**config.mk**
```make
export PLATFORM = sky130hd
export DESIGN_NAME = udp_tx_framer
export DESIGN_NICKNAME = d
export VERILOG_FILES = /design/src/rtl/udp_tx_framer.sv
export SDC_FILE = /design/constraint.sdc
export NUM_CORES = 1
export LEC_CHECK = 0
export ABC_AREA = 1
export CAP_MARGIN = 20
export CORE_ASPECT_RATIO = 0.9
export CORE_UTILIZATION = 50
export CTS_CLUSTER_DIAMETER = 50
export DETAILED_ROUTE_END_ITERATION = 7
export GPL_ROUTABILITY_DRIVEN = 0
export PLACE_DENSITY = 0.7
export SLEW_MARGIN = 20
export SYNTH_ARGS = -nofsm -noshare
export SYNTH_HDL_FRONTEND = slang
export SYNTH_SLANG_ARGS = --single-unit
```
**constraint.sdc**
```tcl
create_clock -name clk -period 6.65 [get_ports clk]
set_input_delay 1.995 -clock clk [delete_from_list [all_inputs] [get_ports clk]]
set_output_delay 1.995 -clock clk [all_outputs]
set_load 0.02 [all_outputs]
```
**src/rtl/udp_tx_framer.sv**
```systemverilog
// Ethernet II / IPv4 / UDP transmit framer: wraps a payload byte stream in
// preamble, headers, padding and CRC-32 FCS, emitting one byte per clock.
module udp_tx_framer #(
    parameter logic [47:0] SRC_MAC    = 48'h02_00_00_00_00_01,
    parameter logic [47:0] DEST_MAC   = 48'hFF_FF_FF_FF_FF_FF,
    parameter logic [31:0] SRC_IP     = 32'hC0A8_0164,
    parameter logic [31:0] DEST_IP    = 32'hC0A8_010A,
    parameter logic [15:0] SRC_PORT   = 16'd5000,
    parameter logic [15:0] DEST_PORT  = 16'd5001,
    parameter logic [7:0]  TTL        = 8'd64,
    parameter int          IFG_CYCLES = 12
) (
    input  logic        clk,
    input  logic        rst_n,
    input  logic        start,
    input  logic [15:0] payload_len,
    output logic        busy,
    input  logic [7:0]  payload_data,
    input  logic        payload_valid,
    output logic        payload_ready,
    output logic [7:0]  tx_data,
    output logic        tx_en,
    output logic        frame_done,
    output logic        underrun,
    output logic        len_err
);

    typedef enum logic [3:0] {
        S_IDLE, S_PREAMBLE, S_ETH, S_IP, S_UDP, S_PAYLOAD, S_PAD, S_FCS, S_IFG
    } state_t;

    localparam logic [10:0] IFG_LAST = 11'(IFG_CYCLES - 1);

    state_t      state, state_n;
    logic [10:0] cnt, cnt_n, len_q;
    logic [15:0] ident, ip_csum, total_len, udp_len, csum_calc;
    logic [31:0] crc, fcs_word, ip_sum, fold1, fold2;
    logic        bad, accept, reject, tx_en_n, crc_en;
    logic [7:0]  byte_n;
    logic [111:0] eth_vec, eth_sh;
    logic [159:0] ip_vec, ip_sh;
    logic [63:0]  udp_vec, udp_sh;
    logic [31:0]  fcs_sh;

    function automatic logic [31:0] crc_byte(input logic [31:0] c_in, input logic [7:0] d);
        logic [31:0] c;
        c = c_in ^ {24'd0, d};
        for (int i = 0; i < 8; i++)
            c = c[0] ? ((c >> 1) ^ 32'hEDB88320) : (c >> 1);
        return c;
    endfunction

    // Header checksum from the latched length and current identification
    always_comb begin
        total_len = {5'd0, len_q} + 16'd28;
        udp_len   = {5'd0, len_q} + 16'd8;
        ip_sum = 32'h4500 + 32'h4000 + {16'd0, total_len} + {16'd0, ident}
               + {16'd0, TTL, 8'h11}
               + {16'd0, SRC_IP[31:16]}  + {16'd0, SRC_IP[15:0]}
               + {16'd0, DEST_IP[31:16]} + {16'd0, DEST_IP[15:0]};
        fold1 = {16'd0, ip_sum[31:16]} + {16'd0, ip_sum[15:0]};
        fold2 = {16'd0, fold1[31:16]} + {16'd0, fold1[15:0]};
        csum_calc = ~fold2[15:0];
    end

    // State/cnt describe the byte currently on tx_data
    always_comb begin
        state_n = state;
        cnt_n   = cnt + 11'd1;
        accept  = 1'b0;
        reject  = 1'b0;
        case (state)
            S_IDLE: begin
                cnt_n = '0;
                if (start) begin
                    if (payload_len <= 16'd1472) begin
                        accept  = 1'b1;
                        state_n = S_PREAMBLE;
                    end else begin
                        reject = 1'b1;
                    end
                end
            end
            S_PREAMBLE: if (cnt == 11'd7)  begin state_n = S_ETH; cnt_n = '0; end
            S_ETH:      if (cnt == 11'd13) begin state_n = S_IP;  cnt_n = '0; end
            S_IP:       if (cnt == 11'd19) begin state_n = S_UDP; cnt_n = '0; end
            S_UDP: if (cnt == 11'd7) begin
                state_n = (len_q == 11'd0) ? S_PAD : S_PAYLOAD;
                cnt_n   = '0;
            end
            S_PAYLOAD: if (cnt == len_q - 11'd1) begin
                state_n = (len_q < 11'd18) ? S_PAD : S_FCS;
                cnt_n   = '0;
            end
            S_PAD:  if (cnt == 11'd17 - len_q) begin state_n = S_FCS; cnt_n = '0; end
            S_FCS:  if (cnt == 11'd3)          begin state_n = S_IFG; cnt_n = '0; end
            S_IFG:  if (cnt == IFG_LAST)       begin state_n = S_IDLE; cnt_n = '0; end
            default: begin state_n = S_IDLE; cnt_n = '0; end
        endcase
    end

    assign payload_ready = (state_n == S_PAYLOAD);
    assign underrun      = payload_ready & ~payload_valid;

    // Byte to be registered onto tx_data for the upcoming cycle
    always_comb begin
        eth_vec  = {DEST_MAC, SRC_MAC, 16'h0800};
        ip_vec   = {8'h45, 8'h00, total_len, ident, 16'h4000, TTL, 8'h11,
                    ip_csum, SRC_IP, DEST_IP};
        udp_vec  = {SRC_PORT, DEST_PORT, udp_len, 16'h0000};
        fcs_word = ~crc ^ {32{bad}};
        eth_sh   = eth_vec >> {4'd13 - cnt_n[3:0], 3'b000};
        ip_sh    = ip_vec  >> {5'd19 - cnt_n[4:0], 3'b000};
        udp_sh   = udp_vec >> {3'd7 - cnt_n[2:0], 3'b000};
        fcs_sh   = fcs_word >> {cnt_n[1:0], 3'b000};
        byte_n   = 8'h00;
        case (state_n)
            S_PREAMBLE: byte_n = (cnt_n == 11'd7) ? 8'hD5 : 8'h55;
            S_ETH:      byte_n = eth_sh[7:0];
            S_IP:       byte_n = ip_sh[7:0];
            S_UDP:      byte_n = udp_sh[7:0];
            S_PAYLOAD:  byte_n = payload_valid ? payload_data : 8'h00;
            S_FCS:      byte_n = fcs_sh[7:0];
            default:    byte_n = 8'h00;
        endcase
        tx_en_n = (state_n != S_IDLE) && (state_n != S_IFG);
        crc_en  = (state_n == S_ETH) || (state_n == S_IP) || (state_n == S_UDP) ||
                  (state_n == S_PAYLOAD) || (state_n == S_PAD);
    end

    always_ff @(posedge clk or negedge rst_n) begin
        if (!rst_n) begin
            state      <= S_IDLE;
            cnt        <= '0;
            len_q      <= '0;
            ident      <= '0;
            ip_csum    <= '0;
            crc        <= '1;
            bad        <= 1'b0;
            tx_data    <= '0;
            tx_en      <= 1'b0;
            busy       <= 1'b0;
            frame_done <= 1'b0;
            len_err    <= 1'b0;
        end else begin
            state      <= state_n;
            cnt        <= cnt_n;
            tx_data    <= byte_n;
            tx_en      <= tx_en_n;
            busy       <= (state_n != S_IDLE);
            frame_done <= (state_n == S_FCS) && (cnt_n == 11'd3);
            len_err    <= reject;
            if (accept) begin
                len_q <= payload_len[10:0];
                crc   <= '1;
                bad   <= 1'b0;
            end
            if (state == S_PREAMBLE)
                ip_csum <= csum_calc;
            if (crc_en)
                crc <= crc_byte(crc, byte_n);
            // A starved payload slot poisons the FCS so the receiver drops the frame
            if (underrun)
                bad <= 1'b1;
            if (state == S_FCS && cnt == 11'd3)
                ident <= ident + 16'd1;
        end
    end

endmodule

```
== Word level (Yosys, flattened, before mapping) ==
Cells that the tools add are included.

* Flip-flop bits (word level): 103
* Bits of input ports: 28
* Output and inout bits: 14
* Word-level logic and storage cells: 130

* Add/subtract/negate cells: 18
* Order comparisons: 2
* Equal/unequal tests: 25
* Shifts and indexed selects: 4
* Mux-type cells: 42
* Bitwise logic cells: 14
* Reduce and logical (&&, ||, !) cells: 13

{| class="wikitable"
|+ Operator list
! cell !! number
|-
| 32-bit 2-to-1 mux || 10
|-
| 159-bit by 8-bit right shift with 8-bit output || 1
|-
| 13-bit NOT with 14-bit output || 8
|-
| 112-bit by 7-bit right shift with 8-bit output, first input constant || 1
|-
| 11-bit 2-to-1 mux || 7
|-
| 11-bit one-hot mux with 7 select lines || 1
|-
| 61-bit by 6-bit right shift with 8-bit output || 1
|-
| 8-bit one-hot mux with 6 select lines || 1
|-
| 4-bit 2-to-1 mux || 10
|-
| 4-bit one-hot mux with 9 select lines || 1
|-
| 4-bit by 3-bit equality test with 1-bit output, second input constant || 8
|-
| 32-bit NOT || 1
|-
| 32-bit by 5-bit right shift with 8-bit output || 1
|-
| 32-bit XOR || 1
|-
| 32-bit by 8-bit XOR with 32-bit output || 1
|-
| 22-bit by 9-bit adder with 23-bit output, second input constant || 1
|-
| 21-bit by 16-bit adder with 22-bit output, second input constant || 1
|-
| 11-bit equality test || 2
|-
| 11-bit by 2-bit equality test with 1-bit output, second input constant || 2
|-
| 11-bit by 3-bit equality test with 1-bit output, second input constant || 2
|-
| 11-bit by 4-bit equality test with 1-bit output, second input constant || 2
|-
| 20-bit by 9-bit adder with 21-bit output, second input constant || 1
|-
| 19-bit by 16-bit adder with 20-bit output, second input constant || 1
|-
| 18-bit by 15-bit adder with 19-bit output, second input constant || 1
|-
| 33 further kinds || 52
|}

== Logic depth before layout (Yosys ltp) ==
* Depth in word-level cells: 25
* Gate-level depth with buffers: 61

== Least setup slack after synthesis ==
No wires, ideal clock.

* Kind: register -> register
* Start point: reg len_q[4]
* End point: reg ip_csum[15]
* Arrival time: 6.687 ns
* Data required time: 6.515 ns
* Setup slack: -0.172 ns
* Cell stages (with the launch flop): 61
* Clock period less this slack: 6.822 ns
* Cells stage by stage: dfrtp_1 -> buf_4 -> inv_1 -> ha_1 -> nand2_1 -> nand2_1 -> nand3_1 -> nor2_1 -> inv_1 -> nand2_1 -> ha_1 -> inv_1 -> ha_1 -> nand4_1 -> o221ai_1 -> nand2_1 -> nand2_1 -> a21oi_1 -> [25 not listed] -> nand3_1 -> nor2_1 -> inv_1 -> nor2_1 -> inv_1 -> nor2_1 -> inv_1 -> nor2_1 -> inv_1 -> nor2_1 -> nand3_1 -> nor2_1 -> nand3_1 -> nor2_1 -> inv_1 -> nor2_1 -> xnor2_1 -> o21ai_0

* Cells in the longest elaborated chain, start to end: 11

{| class="wikitable"
|+ Ends and longest elaborated chain
! element !! RTL line !! RTL
|-
| from (decl) || 35 || <nowiki>logic [10:0] cnt, cnt_n, len_q;</nowiki>
|-
| from (signal assigned) || 154 || <nowiki>len_q <= payload_len[10:0];</nowiki>
|-
| 11-bit by 5-bit adder with 12-bit output || 55 || <nowiki>total_len = {5'd0, len_q} + 16'd28;</nowiki>
|-
| 16-bit by 12-bit adder with 17-bit output || 57 || <nowiki>ip_sum = 32'h4500 + 32'h4000 + {16'd0, total_len} + {16'd0, ident}</nowiki>
|-
| 17-bit by 16-bit adder with 18-bit output || 57 ||
|-
| 18-bit by 15-bit adder with 19-bit output || 58 || <nowiki>+ {16'd0, TTL, 8'h11}</nowiki>
|-
| 19-bit by 16-bit adder with 20-bit output || 59 || <nowiki>+ {16'd0, SRC_IP[31:16]} + {16'd0, SRC_IP[15:0]}</nowiki>
|-
| 20-bit by 9-bit adder with 21-bit output || 59 ||
|-
| 21-bit by 16-bit adder with 22-bit output || 60 || <nowiki>+ {16'd0, DEST_IP[31:16]} + {16'd0, DEST_IP[15:0]};</nowiki>
|-
| 22-bit by 9-bit adder with 23-bit output || 60 ||
|-
| 7-bit by 16-bit adder with 17-bit output || 61 || <nowiki>fold1 = {16'd0, ip_sum[31:16]} + {16'd0, ip_sum[15:0]};</nowiki>
|-
| 1-bit by 16-bit adder with 16-bit output || 62 || <nowiki>fold2 = {16'd0, fold1[31:16]} + {16'd0, fold1[15:0]};</nowiki>
|-
| 16-bit NOT || 63 || <nowiki>csum_calc = ~fold2[15:0];</nowiki>
|-
| to (signal assigned) || 159 || <nowiki>ip_csum <= csum_calc;</nowiki>
|-
| to (decl) || 36 || <nowiki>logic [15:0] ident, ip_csum, total_len, udp_len, csum_calc;</nowiki>
|}

Every way passes these cells.
A chain may end at the register's enable or synchronous reset.

== Worst setup path after layout ==
* Start point: reg len_q[3]
* End point: reg ip_csum[15]

The elaborated chain is that of the path after synthesis.

==> impl_metrics.yaml <==
critical_path:
  r2r_slack_ns: -0.20
  critical_path_arrival_ns: 7.08
  critPathBufInv: 10
  cp-startpoint: "len_q[3]"
  r2r-start: "len_q[3]"
  cp_data_required_time_ns: 6.89
  critical_path.top_delay_family: "simple AND/OR/NAND/NOR gates"
  max_stage_delay_ns: 0.39
  crit_top_cell: "nor2_1"
  path_class: "reg2reg"
  cp_max_fo: 5
  end_kind: "flip-flop"
  slowest_stage: "dfrtp_1"
  crit_path_start_kind: "flip-flop"
power:
  cellPowerDensity_mw_per_mm2: 247
  vdd_ir_drop_max_v: 0.000169
  p_leak_nw: 6.06
  total_power_mw: 2.88
global_routing:
  grt_max_degree: 66
  grt_overflow: 0
  grt_pass1_vias: 9335
  grt_first_pass_wirelength_um: 48600
  grt_usage_pct: 30.8
  grt_antenna_before_repair: 0
cells_and_area:
  fin_nets: 1727
  drive_gt1_share_pct: 15.7
  fillers: 1831
  final_cells: 1903
  multiInputGateArea_mm2: 0.00650
  antenna_cells: 0
  fin_util_pct: 60.2
  syn_to_final_growth_pct: 16.8
  regArea_mm2: 0.00262
timing:
  setup_violations: 5
  slew_violations: 0
  finClkSkew_ns: 0.0117
  relSlewSlack_pct: 39.5
  tightest_slew_ns: 0.907
  max_freq_mhz: 146
  setup_ws_ns: -0.197
  fin_crit_sh_pct: 103
  hold_ws_ns: 0.488
  grt_setup_unrepaired: "yes"
  final_hold_viol_count: 0
  layout_min_cycle_time_ns: 6.85
clocking:
  numCtsBuffers: 9
  path_clk_slew_ns: 0.08
  worstSkewPairLatency_ns: 0.36
  clock-root-buffer: "clkbuf_16"
  cts.sinks: 103
  cts_tree: "yes"
  htree_levels: 3
  cts_max_path_buffers: 2
logic_synthesis:
  synth_top_area_cell: "dfrtp_1"
  seq_area_frac_synth_pct: 26.2
  yosysMostFrequentCell: "nand2_1"
  ys_types: 56
  synth_flop_cell: "dfrtp_1"
  synth.avg_cell_area_um2: 6.48
  synth_top_area_share_pct: 17.8
  synth.area.top_cells: "dfrtp_1, nand2_1, dfstp_2, inv_1, nand3_1"
  syn_inst: 1540
  synth_nets: 1619
  syn-cell-area_mm2: 0.00997
  ys_seq_elements: 103
  async_reset_ff_share_pct: 100
  synth_edf_count: 0
  synth_common_cells: "nand2_1, inv_1, nor2_1"
  yosysWarningCount: 0
drt:
  vias_per_cell: 5.42
  drc_errors: 0
  ant_nets: 0
  initialDrtViolationCount: 885
  vias: 10300
  wl_per_cell_um: 16.1
  finalWirelength_um: 30600
  drt_first_pass_iters: 6
place:
  place.detailed.hpwl_um: 23100
  place_inst: 1855
  portBuffers: 41
run:
  drv_cap: 0
floorplanning:
  die_h_um: 136
  core_mm2: 0.0193
  die_w_um: 151
  initial_core_util_pct: 51.6
  dieArea_mm2: 0.0205
  rows: 48
  io_pins: 42
outcome:
  status: "finished, violations left"
  violations: "setup timing"
hold_path:
  hold_path.class: "reg2reg"
  worstHoldStart: "crc[21]"
-- per-layer routing --
metal / vias up / wire length, um / GRT usage, %
met5: - / 0 / 0
met4: 0 / 877 / 10.1
met3: 67 / 2320 / 5.34
met2: 373 / 13100 / 46.7
met1: 4779 / 14300 / 44.1
li1: 5095 / - / -
-- layout by cell type, fill, tap and decap left out, types with 27 or more instances in the layout --
cell	instances
a21oi_1	37
buf_4	90
clkdlybuf4s50_1	40
dfrtp_1	71
dfstp_2	32
ha_1	40
inv_1	207
nand2_1	423
nand2_2	29
nand3_1	129
nand4_1	27
nor2_1	160
o21ai_0	77
xnor2_1	35
xor2_1	63
-- report_power, final --
part	switching, mW	leakage [nW]	total, mW	internal, mW
Combinational	0.867	4.72	1.40	0.533
Sequential	0.126	1.21	0.955	0.829
Clock	0.261	0.137	0.528	0.267
Total	1.25	6.06	2.88	1.63
-- metrics by stage --
step / setup WS [ns] / area, um2 / TNS, ns
3_3_place_gp: -0.0458 / 10900 / -0.0458
6_report: -0.197 / 11700 / -0.478
3_5_place_dp: -0.241 / 10900 / -0.361
4_1_cts: -0.222 / 11400 / -0.381
5_1_grt: -0.684 / 11700 / -3.70
2_1_floorplan: 0.00243 / 9990 / 0
-- worst min-delay path, delay by kind of cell (launching register included) --
| family | cells | cell delay, ns |
|---|---|---|
| simple gates | 2 | 0.11 |
| flops | 1 | 0.38 |
-- registers in the layout, indices dropped and copies added (netlist names) --
signal,flops
len_err,1
state,4
ip_csum,16
len_q,11
crc,32
cnt,11
tx_en,1
bad,1
tx_data,8
frame_done,1
ident,16
busy,1
-- cell type report --
type	count	area share [%]
multi-input cells	1175	55.8
inverters	228	7.37
well taps	250	2.68
repair buffers	131	9.33
clock inverters	4	0.247
flip-flops and latches	103	22.5
clock buffers	12	2.12
-- final timing paths --
path                                     to  depth (start not counted)
worst min-delay path                crc[21]                          2
worst max register to register  ip_csum[15]                         58
min in group asynchronous           len_err                          1
worst max-delay path            ip_csum[15]                         58
max in group asynchronous            crc[2]                          2
worst min register to register      crc[21]                          2
-- kinds of logic (layout without fill, tap and decap cells) --
kind of cell	count (synthesis)	count (layout)	synth area share, %
AO/OA/AOI/OAI	177	177	9.90
XOR/XNOR	102	102	9.22
adder cells (fa/ha/maj)	51	51	6.47
buffers and inverters	262	375	10.8
flip-flops	103	103	26.2
AND/OR/NAND/NOR	845	845	37.4
-- what timing repair did --
item / in CTS / in global routing
hold buffers: 0 / 0
resized for setup: 7 / 46
endpoints found under the setup margin: 3 / 11
setup buffers: 21 / 15
pin swaps: 4 / 48
(Power assumes the default switching activity.)
==> RTL change 1 (config.mk and constraints unchanged) <==
The 9 states of `state_t` get a Gray code encoding in 4 bits.
--- a/src/rtl/udp_tx_framer.sv
+++ b/src/rtl/udp_tx_framer.sv
@@ -28,3 +28,3 @@
     typedef enum logic [3:0] {
-        S_IDLE, S_PREAMBLE, S_ETH, S_IP, S_UDP, S_PAYLOAD, S_PAD, S_FCS, S_IFG
+        S_IDLE = 4'b0000, S_PREAMBLE = 4'b0001, S_ETH = 4'b0011, S_IP = 4'b0010, S_UDP = 4'b0110, S_PAYLOAD = 4'b0111, S_PAD = 4'b0101, S_FCS = 4'b0100, S_IFG = 4'b1100
     } state_t;
Check against the original RTL: same outputs for any inputs over 4 cycles, from zero or initial values and one cycle with rst_n low; so few cycles prove little.
==> RTL change 1 against the unedited design <==
  * The run still ends with setup timing left
  * Sequential cell count stayed put
  * Final area grew 6.5%
  * Setup slack worse by 0.68 ns
  * Synthesized cell count grew 3.2%
  * Area after synthesis rose by 2.9%
  * Wire length up 6.0%
  * Largest cell class unchanged
Power is not compared: it rests on default switching activity, and its combinational part moved more than twofold at a synthesized area within 25%.
==> RTL change 1: results (changes against the unedited design) <==
run status -> complete, but fails checks (unchanged)
failing checks -> setup timing (unchanged)
Worst-Margin Slew -> 0.9231 ns (was 0.9069 ns)
xor/xnor share of the synthesized area -> 8.630% (was 9.222%)
metal3 WL -> 2362 um (was 2320 um)
first-pass GRT wire length -> 51420 um (was 48580 um)
Critical R2R Capture -> ip_csum[14] (was ip_csum[15])
Cells after DPL -> 1915 (was 1855)
M1 GR Usage -> 42.08% (was 44.08%)
met2 Use GR -> 49.54% (was 46.69%)
number of global-route vias before repair -> 10.19k (was 9335)
top cells by count, synth -> 466 x nand2_1, 204 x inv_1, 160 x nor2_1 (was 428 x nand2_1, 213 x inv_1, 171 x nor2_1)
Syn Area/Cell -> 6.460 um2 (was 6.475 um2)
Total GRT Usage -> 31.16% (was 30.81%)
TNS Setup -> -6.991 ns (was -0.4777 ns)
worst slack, placed -> -0.7679 ns (was -0.2413 ns)
WL met2 -> 14340 um (was 13080 um)
Syn Nets -> 1669 (was 1619)
Compound-Gate Fraction of Synth Area -> 8.362% (was 9.900%)
R2R cell count -> 60 (was 58)
Routed WL -> 32430 um (was 30590 um)
DRT met1 WL -> 14500 um (was 14300 um)
dpl hpwl -> 23210 um (was 23090 um)
Final WS setup -> -0.8725 ns (was -0.1974 ns)
layout cell share with drive strength beyond 1 -> 20.89% (was 15.67%)
hold_ws -> 0.4814 ns (was 0.4880 ns)
Worst setup EP type -> register (unchanged)
post-CTS sizing -> 18 (was 7)
CP arrival -> 7.76 ns (was 7.08 ns)
vias per inst -> 5.444 (was 5.420)
pin count of the biggest net entering global routing -> 53 (was 66)
final-stage net count -> 1813 (was 1727)
Seq/Total Area, Yosys -> 25.50% (was 26.25%)
Setup violations, final -> 10 (was 5)
Placed Instance Area -> 11350 um2 (was 10920 um2)
Iter 0 DRT Violations -> 1044 (was 885)
# Post-CTS Setup Buffers -> 67 (was 21)
post-synthesis adder-cell area fraction -> 6.412% (was 6.474%)
met3 global-route usage -> 4.781% (was 5.336%)
via count -> 10.85k (was 10.31k)
leading post-synthesis cells by cell area -> dfrtp_1 17%, nand2_1 17%, dfstp_2 8.2%, inv_1 7.5%, nand3_1 6.5% (was dfrtp_1 18%, nand2_1 16%, dfstp_2 8.4%, inv_1 8.0%, nand3_1 6.7%)
[RTL change 1: cell types whose count changed in the layout (fill, tap and decap cells not counted), moves of 10 or more]
| cell | delta |
|---|---|
| xnor2_1 | -12 |
| buf_4 | +36 |
| nand2_2 | +19 |
| inv_1 | -13 |
| nor2_1 | -12 |
| inv_2 | +10 |
| nand2_1 | +35 |
| o21ai_0 | -15 |
[RTL change 1: power groups by stage]
| stage | sequential (uW) | combinational [uW] | clock, uW |
|---|---|---|---|
| floorplan | 643 | 102 | 0 |
| global placement | 643 | 160 | 0 |
| detailed placement | 643 | 164 | 0 |
| CTS | 631 | 165 | 615 |
| global route | 631 | 184 | 636 |
| finish | 631 | 166 | 612 |
[RTL change 1: worst min-delay path by stage]
stage | startpoint | endpoint | cells past startpoint
5_1_grt | ip_csum[3] | ip_csum[3] | 2
3_5_place_dp | ip_csum[3] | ip_csum[3] | 2
6_report | ip_csum[3] | ip_csum[3] | 2
4_1_cts | ip_csum[3] | ip_csum[3] | 2
2_1_floorplan | ip_csum[1] | ip_csum[1] | 2
3_3_place_gp | ip_csum[3] | ip_csum[3] | 2
[RTL change 1: layout make-up]
| cell class | instances | area [um2] |
|---|---|---|
| multi-input combinational | 1217 | 6827 |
| tap | 255 | 319.1 |
| sequential | 103 | 2618 |
| inverter | 226 | 858.3 |
| clock buffer | 9 | 225.2 |
| clock inverter | 7 | 103.9 |
| timing repair buffer | 176 | 1459 |
| fill | 1837 | 7639 |
[RTL change 1: worst max-delay path, delay by kind of cell (launching register included)]
| kind | cells | cell delay [ns] |
|---|---|---|
| simple gates | 30 | 3.50 |
| fa+ha+maj | 7 | 1.42 |
| compound gates | 8 | 0.97 |
| buf+inv | 13 | 0.78 |
| flops | 1 | 0.39 |
| xor+xnor | 2 | 0.30 |
==> RTL change 2 (same flow settings) <==
Made on the original files. Change the parameter `SRC_PORT` from 16'd5000 to 16'd2500.
--- a/src/rtl/udp_tx_framer.sv
+++ b/src/rtl/udp_tx_framer.sv
@@ -7,3 +7,3 @@
     parameter logic [31:0] DEST_IP    = 32'hC0A8_010A,
-    parameter logic [15:0] SRC_PORT   = 16'd5000,
+    parameter logic [15:0] SRC_PORT   = 16'd2500,
     parameter logic [15:0] DEST_PORT  = 16'd5001,
Check against the original RTL: same outputs for any inputs over 4 cycles, from zero or initial values and one cycle with rst_n low; that may be too few to reach the edited logic, so the function may still have changed.
==> RTL change 2 against the unedited design <==
  * Sequential cell count unchanged
  * Wire length up 12%
  * Total power down 2.2%
  * Largest power group unchanged
  * Non-clock buffer count up 92
  * First-iteration DRC count up 0.68%
  * Area after synthesis up 0.59%
  * Setup slack worse by 0.67 ns
  * The flow still finishes with violations (setup timing)
  * Final area up 7.3%
  * Core utilization up 4.2 points
==> RTL change 2: results (changes against the unedited design) <==
drt pass-1 iters -> 5 (was 6)
top cells by count, synth -> 504 x nand2_1, 213 x inv_1, 183 x nor2_1 (was 428 x nand2_1, 213 x inv_1, 171 x nor2_1)
Placed Instance Area -> 11100 um2 (was 10920 um2)
mapped cell area -> 10030 um2 (was 9972 um2)
Compound-Gate Fraction of Synth Area -> 9.405% (was 9.900%)
Iter 0 DRT Violations -> 891 (was 885)
Final WS setup -> -0.8694 ns (was -0.1974 ns)
Peak VDD IR -> 0.0001431 V (was 0.0001694 V)
leading post-synthesis cells by cell area -> nand2_1 19%, dfrtp_1 18%, dfstp_2 8.4%, inv_1 8.0%, nor2_1 6.8% (was dfrtp_1 18%, nand2_1 16%, dfstp_2 8.4%, inv_1 8.0%, nand3_1 6.7%)
Pwr per Cell Area -> 225.4 nW/um2 (was 247.4 nW/um2)
via count -> 11.18k (was 10.31k)
xor/xnor share of the synthesized area -> 8.445% (was 9.222%)
final-stage net count -> 1877 (was 1727)
run status -> complete, but fails checks (unchanged)
Setup violations, final -> 11 (was 5)
multi-input combinational area share -> 52.73% (was 55.79%)
clock buf count -> 14 (was 12)
CP arrival -> 7.75 ns (was 7.08 ns)
failing checks -> setup timing (unchanged)
number of global-route vias before repair -> 10.40k (was 9335)
#MultiIn Comb -> 1221 (was 1175)
final-layout non-clock buffer area share -> 14.34% (was 9.332%)
Cells after Synth -> 1595 (was 1540)
pin count of the biggest net entering global routing -> 54 (was 66)
Syn Nets -> 1675 (was 1619)
fill cell count -> 1743 (was 1831)
final cell count without fillers -> 2052 (was 1903)
Lkg Pwr -> 0.006691 uW (was 0.006060 uW)
Seq/Total Area, Yosys -> 26.09% (was 26.25%)
first-pass GRT wire length -> 53670 um (was 48580 um)
## RTL change 2: changes by cell type in the layout (fill, tap and decap cells not counted), moves of 5 or more
| cell | before | now |
|---|---|---|
| o21ai_1 | 13 | 40 |
| nor2_1 | 160 | 168 |
| nor2_2 | 19 | 25 |
| o21ai_0 | 77 | 45 |
| nand4_1 | 27 | 10 |
| nand3_1 | 129 | 115 |
| nand2_4 | 13 | 6 |
| buf_4 | 90 | 178 |
| nor3_1 | 12 | 17 |
| nand2_1 | 423 | 496 |
| nand2_2 | 29 | 22 |
| xnor2_1 | 35 | 26 |
| inv_2 | 17 | 25 |
## RTL change 2: final timing paths
kind,cells after the start,to,slack [ns],from
min,2,crc[21],0.48,crc[21]
min reg2reg,2,crc[21],0.48,crc[21]
max,57,ip_csum[7],-0.87,len_q[3]
max in group asynchronous,2,ident[4],3.78,rst_n
max reg2reg,57,ip_csum[7],-0.87,len_q[3]
min in group asynchronous,1,cnt[5],1.67,rst_n
## RTL change 2: repair_timing
item | CTS | global route
pin swaps | 54 | 53
endpoints found under the setup margin | 6 | 14
buffers inserted | 108 | 18
gates resized for setup | 24 | 45
## RTL change 2: where the power goes
part / internal, uW / switching [uW] / total [uW]
combinational: 482 / 845 / 1330
sequential: 828 / 129 / 956
clock: 276 / 259 / 535
## RTL change 2: critical path, delay by kind of cell, from the launching register on
kind	cells	cell delay (ns)
and+or+nand+nor	25	2.87
AOI/OAI and AO/OA	8	1.03
adders and majority gates	6	1.29
xor gates and xnor gates	1	0.15
buffers and inverters	17	1.66
DFF	1	0.39
## RTL change 2: layer usage
metal	track usage [%]	vias up	wire, um
li1	-	5413	-
met1	46.16	5183	15370
met2	52.05	470	14800
met3	6.275	112	2562
met4	15.33	0	1545
met5	0	-	0
